===== src/rtl/mem_controller.sv =====
// mem_controller: serialises the CPU data port (A) and instruction-fetch port (B)
// onto one asynchronous single-port 16-bit SRAM. Each CPU step is an optional data
// access followed by an instruction fetch; stall holds the pipeline until DONE.
// Optional build macro MEMCTRL_FETCH_BUF_EN adds a one-entry fetch buffer that lets
// a repeated fetch address skip the FETCH phase.
module mem_controller #(
  parameter int WAIT_CYCLES = 1,
  parameter int ADDR_W      = 16
) (
  input  logic              clk,
  input  logic              rst,
  input  logic [ADDR_W-1:0] a_addr,
  input  logic [1:0]        a_ctrl,
  input  logic [15:0]       a_wdata,
  output logic [15:0]       a_rdata,
  input  logic [ADDR_W-1:0] b_addr,
  output logic [15:0]       b_rdata,
  output logic              stall,
  output logic [ADDR_W-1:0] ram_addr,
  output logic [15:0]       ram_dout,
  input  logic [15:0]       ram_din,
  output logic              ram_oe,
  output logic              ram_we_n,
  output logic              ram_ce_n
);

  localparam logic [2:0] IDLE       = 3'd0;
  localparam logic [2:0] DATA_RD    = 3'd1;
  localparam logic [2:0] DATA_WR    = 3'd2;
  localparam logic [2:0] WR_RECOVER = 3'd3;
  localparam logic [2:0] FETCH      = 3'd4;
  localparam logic [2:0] DONE       = 3'd5;

  localparam logic [3:0] LastWait = 4'(WAIT_CYCLES);

  logic [2:0]        state, stateNext;
  logic [3:0]        waitCnt, waitNext;
  logic [ADDR_W-1:0] latBAddr, latBAddrNext;
  logic [15:0]       aRdataNext, bRdataNext;
  logic [ADDR_W-1:0] ramAddrNext, fetchAddr;
  logic [15:0]       ramDoutNext;
  logic              ramOeNext, ramWeNNext, ramCeNNext;
  logic              phaseEnd;

`ifdef MEMCTRL_FETCH_BUF_EN
  logic              bufValid, bufValidNext;
  logic [ADDR_W-1:0] bufAddr, bufAddrNext;
  logic [15:0]       bufData, bufDataNext;
  logic              skipFetch, skipFetchNext;
  logic              bufHit;
`endif

  assign stall    = (state != DONE);
  assign phaseEnd = (waitCnt == LastWait);
  // In IDLE the fetch address is still on the port; afterwards only the latched copy counts.
  assign fetchAddr = (state == IDLE) ? b_addr : latBAddr;

`ifdef MEMCTRL_FETCH_BUF_EN
  assign bufHit = bufValid && (bufAddr == b_addr) && (a_ctrl != 2'b10);
`endif

  // Next-state, result capture and wait counting.
  always_comb begin
    stateNext    = state;
    waitNext     = 4'd0;
    latBAddrNext = latBAddr;
    aRdataNext   = a_rdata;
    bRdataNext   = b_rdata;
`ifdef MEMCTRL_FETCH_BUF_EN
    bufValidNext  = bufValid;
    bufAddrNext   = bufAddr;
    bufDataNext   = bufData;
    skipFetchNext = skipFetch;
`endif
    case (state)
      IDLE: begin
        latBAddrNext = b_addr;
`ifdef MEMCTRL_FETCH_BUF_EN
        skipFetchNext = bufHit;
        if (bufHit) bRdataNext = bufData;
`endif
        if (a_ctrl == 2'b01) begin
          stateNext = DATA_RD;
        end else if (a_ctrl == 2'b10) begin
          stateNext = DATA_WR;
`ifdef MEMCTRL_FETCH_BUF_EN
        end else if (bufHit) begin
          stateNext = DONE;
`endif
        end else begin
          stateNext = FETCH;
        end
      end
      DATA_RD: begin
        if (phaseEnd) begin
          aRdataNext = ram_din;
`ifdef MEMCTRL_FETCH_BUF_EN
          stateNext = skipFetch ? DONE : FETCH;
`else
          stateNext = FETCH;
`endif
        end else begin
          waitNext = waitCnt + 4'd1;
        end
      end
      DATA_WR: begin
`ifdef MEMCTRL_FETCH_BUF_EN
        bufValidNext = 1'b0;
`endif
        if (phaseEnd) stateNext = WR_RECOVER;
        else          waitNext  = waitCnt + 4'd1;
      end
      WR_RECOVER: stateNext = FETCH;
      FETCH: begin
        if (phaseEnd) begin
          bRdataNext = ram_din;
          stateNext  = DONE;
`ifdef MEMCTRL_FETCH_BUF_EN
          bufValidNext = 1'b1;
          bufAddrNext  = latBAddr;
          bufDataNext  = ram_din;
`endif
        end else begin
          waitNext = waitCnt + 4'd1;
        end
      end
      DONE:    stateNext = IDLE;
      default: stateNext = IDLE;
    endcase
  end

  // SRAM pins are registered and take the values of the phase being entered.
  always_comb begin
    ramAddrNext = ram_addr;
    ramDoutNext = ram_dout;
    ramOeNext   = 1'b0;
    ramWeNNext  = 1'b1;
    ramCeNNext  = 1'b1;
    case (stateNext)
      DATA_RD: begin
        if (state == IDLE) ramAddrNext = a_addr;
        ramCeNNext = 1'b0;
      end
      DATA_WR: begin
        if (state == IDLE) begin
          ramAddrNext = a_addr;
          ramDoutNext = a_wdata;
        end
        ramOeNext  = 1'b1;
        ramWeNNext = 1'b0;
        ramCeNNext = 1'b0;
      end
      WR_RECOVER: begin
        // Address and data held one cycle after the write strobe rises.
        ramOeNext  = 1'b1;
        ramCeNNext = 1'b0;
      end
      FETCH: begin
        ramAddrNext = fetchAddr;
        ramCeNNext  = 1'b0;
      end
      default: ;
    endcase
  end

  // State and output registers with asynchronous reset.
  always_ff @(posedge clk or posedge rst) begin
    if (rst) begin
      state    <= IDLE;
      waitCnt  <= 4'd0;
      latBAddr <= '0;
      a_rdata  <= 16'h0000;
      b_rdata  <= 16'h0000;
      ram_addr <= '0;
      ram_dout <= 16'h0000;
      ram_oe   <= 1'b0;
      ram_we_n <= 1'b1;
      ram_ce_n <= 1'b1;
    end else begin
      state    <= stateNext;
      waitCnt  <= waitNext;
      latBAddr <= latBAddrNext;
      a_rdata  <= aRdataNext;
      b_rdata  <= bRdataNext;
      ram_addr <= ramAddrNext;
      ram_dout <= ramDoutNext;
      ram_oe   <= ramOeNext;
      ram_we_n <= ramWeNNext;
      ram_ce_n <= ramCeNNext;
    end
  end

`ifdef MEMCTRL_FETCH_BUF_EN
  // Fetch buffer registers.
  always_ff @(posedge clk or posedge rst) begin
    if (rst) begin
      bufValid  <= 1'b0;
      bufAddr   <= '0;
      bufData   <= 16'h0000;
      skipFetch <= 1'b0;
    end else begin
      bufValid  <= bufValidNext;
      bufAddr   <= bufAddrNext;
      bufData   <= bufDataNext;
      skipFetch <= skipFetchNext;
    end
  end
`endif

endmodule

===== config.mk =====
export PLATFORM = sky130hd
export DESIGN_NAME = mem_controller
export DESIGN_NICKNAME = d
export VERILOG_FILES = /design/src/rtl/mem_controller.sv
export SDC_FILE = /design/constraint.sdc
export NUM_CORES = 1
export LEC_CHECK = 0
export ABC_CLOCK_PERIOD_IN_PS = 2900
export CAP_MARGIN = 30
export CORE_UTILIZATION = 40
export CTS_CLUSTER_DIAMETER = 40
export CTS_CLUSTER_SIZE = 8
export DETAILED_ROUTE_END_ITERATION = 8
export PLACE_DENSITY = 0.72
export SLEW_MARGIN = 20
export SYNTH_ARGS = -nofsm -noshare
export SYNTH_HDL_FRONTEND = slang
export SYNTH_SLANG_ARGS = --single-unit

===== constraint.sdc =====
create_clock -name clk -period 2.9 [get_ports clk]
set_input_delay 0.58 -clock clk [delete_from_list [all_inputs] [get_ports clk]]
set_output_delay 0.58 -clock clk [all_outputs]
set_load 0.005 [all_outputs]

**Word-level counts from Yosys, hierarchy flattened**

Index checks and enable logic that the tools add are counted.

- Input port bits: 68
- Memories kept: 0
- Bits in latches: 0
- Flip-flop bits (word level): 90
- Memory bits (read-only): 0
- Bits in writable memories: 0

- Div/mod/pow operators: 0
- Eq/ne operators: 13
- Bitwise operators: 0
- Reduce and logical (&&, ||, !) cells: 10
- Multiply operators: 0
- Add/sub/neg operators: 1
- Muxes and demuxes: 14
- $lt $le $gt $ge: 0
- Shift operators: 0

Operators with widths:

| operator | count |
|---|---|
| $mux 16 | 2 |
| $pmux 16 s2 | 1 |
| $mux 3 | 5 |
| $pmux 3 s5 | 1 |
| $eq 3x2->1 const B | 4 |
| $mux 4 | 2 |
| $reduce_and 2->1 | 4 |
| $eq 3x1->1 const B | 2 |
| $eq 3x3->1 const B | 2 |
| $add 4x1->4 const B | 1 |
| $eq 4x1->1 const B | 1 |
| $reduce_or 2->1 | 2 |
| $reduce_or 4->1 | 1 |
| $logic_not 3->1 | 1 |
| $mux 1 | 3 |
| $ne 3x3->1 const B | 1 |
| $reduce_or 3->1 | 1 |
| $eq 2x1->1 const B | 1 |
| $eq 2x2->1 const B | 1 |
| $ne 2x1->1 const B | 1 |
| $reduce_bool 2->1 | 1 |

**Depth between registers and ports, before layout**

- Depth after elaboration: 8
- Mapped depth: 10
- Gate-level depth less buffers: 7

**Worst setup path after synthesis**

No wires, ideal clock.

- Path kind: input port to flip-flop
- Start: in a_ctrl[0]
- End: reg ram_addr[0]
- Data arrival time: 2.307 ns
- Path slack: 0.470 ns
- Library setup time: 0.123 ns
- Buffers on the path: 3
- Data required time: 2.777 ns
- Stages on the path: 10
- Cell sequence: inv_1 > ha_1 > nor2b_1 > o21ai_1 > or3_1 > clkbuf_1 > and2_4 > buf_6 > buf_8 > o221a_1

- Word-level cells in the longest chain between the ends: 8

Ends and longest elaborated chain:

| element | line | text |
|---|---|---|
| start, declared | 13 | `input logic [1:0] a_ctrl,` |
| $eq 2x2->1 | 84 | `end else if (a_ctrl == 2'b10) begin` |
| $mux 3 | 84 |  |
| $mux 3 (*) | 82 | `if (a_ctrl == 2'b01) begin` |
| $pmux 3 s5 (*) | 75 | `case (state)` |
| $eq 3x2->1 / $eq 3x1->1 (equally long branches) | 139 | `case (stateNext)` |
| $reduce_or 2->1 (no source line) | n/a |  |
| $ne 2x1->1 (no source line) / $reduce_bool 2->1 (equally long branches) | n/a |  |
| $reduce_and 2->1 (no source line) | n/a |  |
| end signal, assigned | 185 | `ram_addr <= ramAddrNext;` |
| end, declared | 19 | `output logic [ADDR_W-1:0] ram_addr,` |

Mark *: on every way between the ends. The rest lies on a longest branch, timed or not.
A chain may end at the register's enable or synchronous reset.

**Worst setup path after layout**

- Start: reg state[1]
- End: out stall

- Word-level cells in the longest chain between the ends: 1

Ends and longest elaborated chain:

| element | line | text |
|---|---|---|
| start, declared | 36 | `logic [2:0] state, stateNext;` |
| start signal, assigned | 180 | `state <= stateNext;` |
| $ne 3x3->1 | 53 | `assign stall = (state != DONE);` |
| end, declared | 18 | `output logic stall,` |

Every way passes these cells.

==> impl_metrics.tcl <==
set metrics [dict create \
    synth_top_area_cell "dfrtp_1" \
    grt_pass1_wl_um 14900 \
    ys_seq_area_share_pct 58.6 \
    drv_cap 0 \
    synth.net_count 400 \
    initial_core_util_pct 41.4 \
    antennaDiodeCount 0 \
    ys_async_sr_fraction_pct 100 \
    max_clock_freq_ghz 0.399 \
    min_period_over_period_pct 86.3 \
    fin_area_um2 5570 \
    crit_family "buffers and inverters" \
    tns_ns 0 \
    final_cells 601 \
    worst_pin_slew_ns 0.775 \
    crit_type "register to output port" \
    rsz0062_at_grt "no" \
    cts_hold_buf 0 \
    htreeDepth 3 \
    ant_nets 0 \
    syn_area_um2 3850 \
    final-seq-area_um2 2250 \
    switchingPower_mw 1.99 \
    power_frac_seq_pct 37.6 \
    synth.top_cells.by_count "dfrtp_1 (88), nand2_1 (77), mux2_2 (32)" \
    slew_viol_final 0 \
    leakagePower_nw 2.41 \
    arrival_ns 1.92 \
    die-area_um2 10000 \
    routedWlPerCell_um 15.4 \
    synth_area_per_cell_um2 11.7 \
    status "finished clean" \
    grt_usage_pct 19.3 \
    crit_path_start_kind "register" \
    worstPathCellList "inv_1 > nand3_1 > clkdlybuf4s50_1" \
    hold_viol_final 0 \
    synth_flop_cell "dfrtp_1" \
    critPathSlowestCell "dfrtp_1" \
    yosysMostFrequentCell "dfrtp_1" \
    swShare_pct 33.3 \
    setup_viol 0 \
    max-vdd-ir-drop_v 0.000546 \
    path_buf_inv 2 \
    routed_via_density 4.84 \
    first_pass_iters 4 \
    grt_pass1_vias 2998 \
    wl_um 9240 \
    nets 539 \
    drc_errors 0 \
    cp-end-kind "output port" \
    whs_ns 0.470 \
    antenna_found_initial 0 \
    dr.first_iter.drc_count 131 \
    placementRows 35 \
    hpwl_um 6680 \
    crit_fanout 14 \
    clk_latency_ns 0.35 \
    cts-root-buf "clkbuf_8" \
    grt.overflow.total 0 \
    fill_cells 806 \
    combPwrFrac_pct 49.2 \
    clkSlewWorstSetupHoldPaths_ns 0.09 \
    relSlewSlack_pct 48.2 \
    post_cts_resized 0 \
    skew_ns 0.0155 \
    die-height_um 100 \
    ys_warn_count 0 \
    placed_area_um2 5390 \
    synth-edff-count 0 \
    clockBufferDepth 2 \
    cts_tree "yes" \
    synth_top_area_share_pct 57.3 \
    cts_setup_buffers 0 \
    core_area_um2 9280 \
    p_clk_share_pct 13.2 \
    cts-buffers-inserted 9 \
    vias 2907 \
    period_minus_slack_ns 2.50 \
    grt_max_degree 35 \
    drive_gt1_share_pct 17.2 \
    ios 136 \
    required_ns 2.32 \
    holdCritPathClass "register to register" \
    dp_cells 585 \
    ys_ff_latch 90 \
    die_w_um 100 \
    syn_to_final_growth_pct 44.8 \
    critPathMaxStageDelay_ns 0.63 \
    synth_area_leaders "dfrtp_1 (57%), mux2_2 (9.4%), nand2_1 (7.5%)" \
    p_int_mw 3.97 \
    finalWeightedCongestion 0.745 \
    clock_sinks 90 \
    yosysUniqueCellTypes 44 \
    powerDensity_nw_per_um2 1070 \
    port-buffer-count 135 \
    multi_input_area_um2 1450 \
    netlist_instances 328 \
]
[metrics by stage]
stage	power (mW)	util, %	setup WS, ns
2_1_floorplan	3.75	-	0.470
3_3_place_gp	5.12	58.1	0.214
3_5_place_dp	5.23	58.1	0.131
4_1_cts	6.03	60.0	0.406
5_1_grt	6.36	60.0	0.279
6_report	5.96	60.0	0.397
[worst min-delay path: cells and delay by family, from the launching register on]
family	cells	cell delay [ns]
flip-flops	1	0.33
AND/OR/NAND/NOR	2	0.11
[registers in the layout, summed over array words and instances (netlist names)]
signal	flops
ram_addr	16
waitCnt	4
latBAddr	16
ram_dout	16
b_rdata	16
a_rdata	16
ram_oe	1
ram_ce_n	1
ram_we_n	1
state	3
[power groups by stage]
stage	Sequential, mW	Clock (mW)	Combinational (mW)
after global routing	2.33	0.853	3.18
after global placement	2.23	0	2.88
final	2.24	0.785	2.93
after CTS	2.24	0.814	2.97
after detailed placement	2.26	0	2.96
after floorplan	2.22	0	1.53
[per-layer routing]
layer / routed length, um / track usage (%) / vias to the layer above
met5: 0 / 0 / -
met4: 127 / 7.13 / 0
met3: 672 / 5.71 / 11
met2: 4450 / 32.0 / 104
met1: 3990 / 24.0 / 1406
li1: - / - / 1386
[path summary, 6_finish.rpt]
kind	slack, ns	from	end	cells after the start
max in group asynchronous	1.60	rst	ram_we_n	3
min reg2reg	0.47	latBAddr[4]	latBAddr[4]	2
max	0.40	state[1]	stall	3
max reg2reg	0.54	waitCnt[1]	b_rdata[14]	6
min in group asynchronous	0.67	rst	latBAddr[7]	2
min	0.47	latBAddr[4]	latBAddr[4]	2
[layout by cell type, fill, tap and decap left out, types with 2 or more instances in the layout]
cell             instances
o221a_1                  3
o221a_2                  6
buf_4                    7
inv_1                   13
clkinvlp_4               3
nor2b_1                  3
nand2_1                 77
o21ai_0                  4
a211oi_1                 7
clkdlybuf4s50_1        135
a221oi_2                 7
mux2_2                  32
nand2b_1                11
xor2_1                   2
ha_1                     4
buf_12                   3
nor2_1                  16
nand3_1                  4
mux2i_1                  7
dfrtp_1                 88
nor3_2                   2
clkbuf_8                10
dfstp_2                  2
[logic make-up after synthesis]
group / Yosys count / share of synthesized area, %
DFF: 90 / 58.6
buffers and inverters: 31 / 3.84
xor gates and xnor gates: 3 / 0.683
and+or+nand+nor: 124 / 14.5
AOI/OAI and AO/OA: 37 / 9.86
muxes: 39 / 11.2
adders and majority gates: 4 / 1.30
[cell type report]
| cell class | count | share of cell area, % |
|---|---|---|
| multi-input cells | 207 | 26.1 |
| inverters | 14 | 1.01 |
| clock inverters | 5 | 0.674 |
| repair buffers | 145 | 26.3 |
| flip-flops and latches | 90 | 40.5 |
| well taps | 129 | 2.90 |
| clock buffers | 11 | 2.54 |
Power figures use the tool's default switching activity.
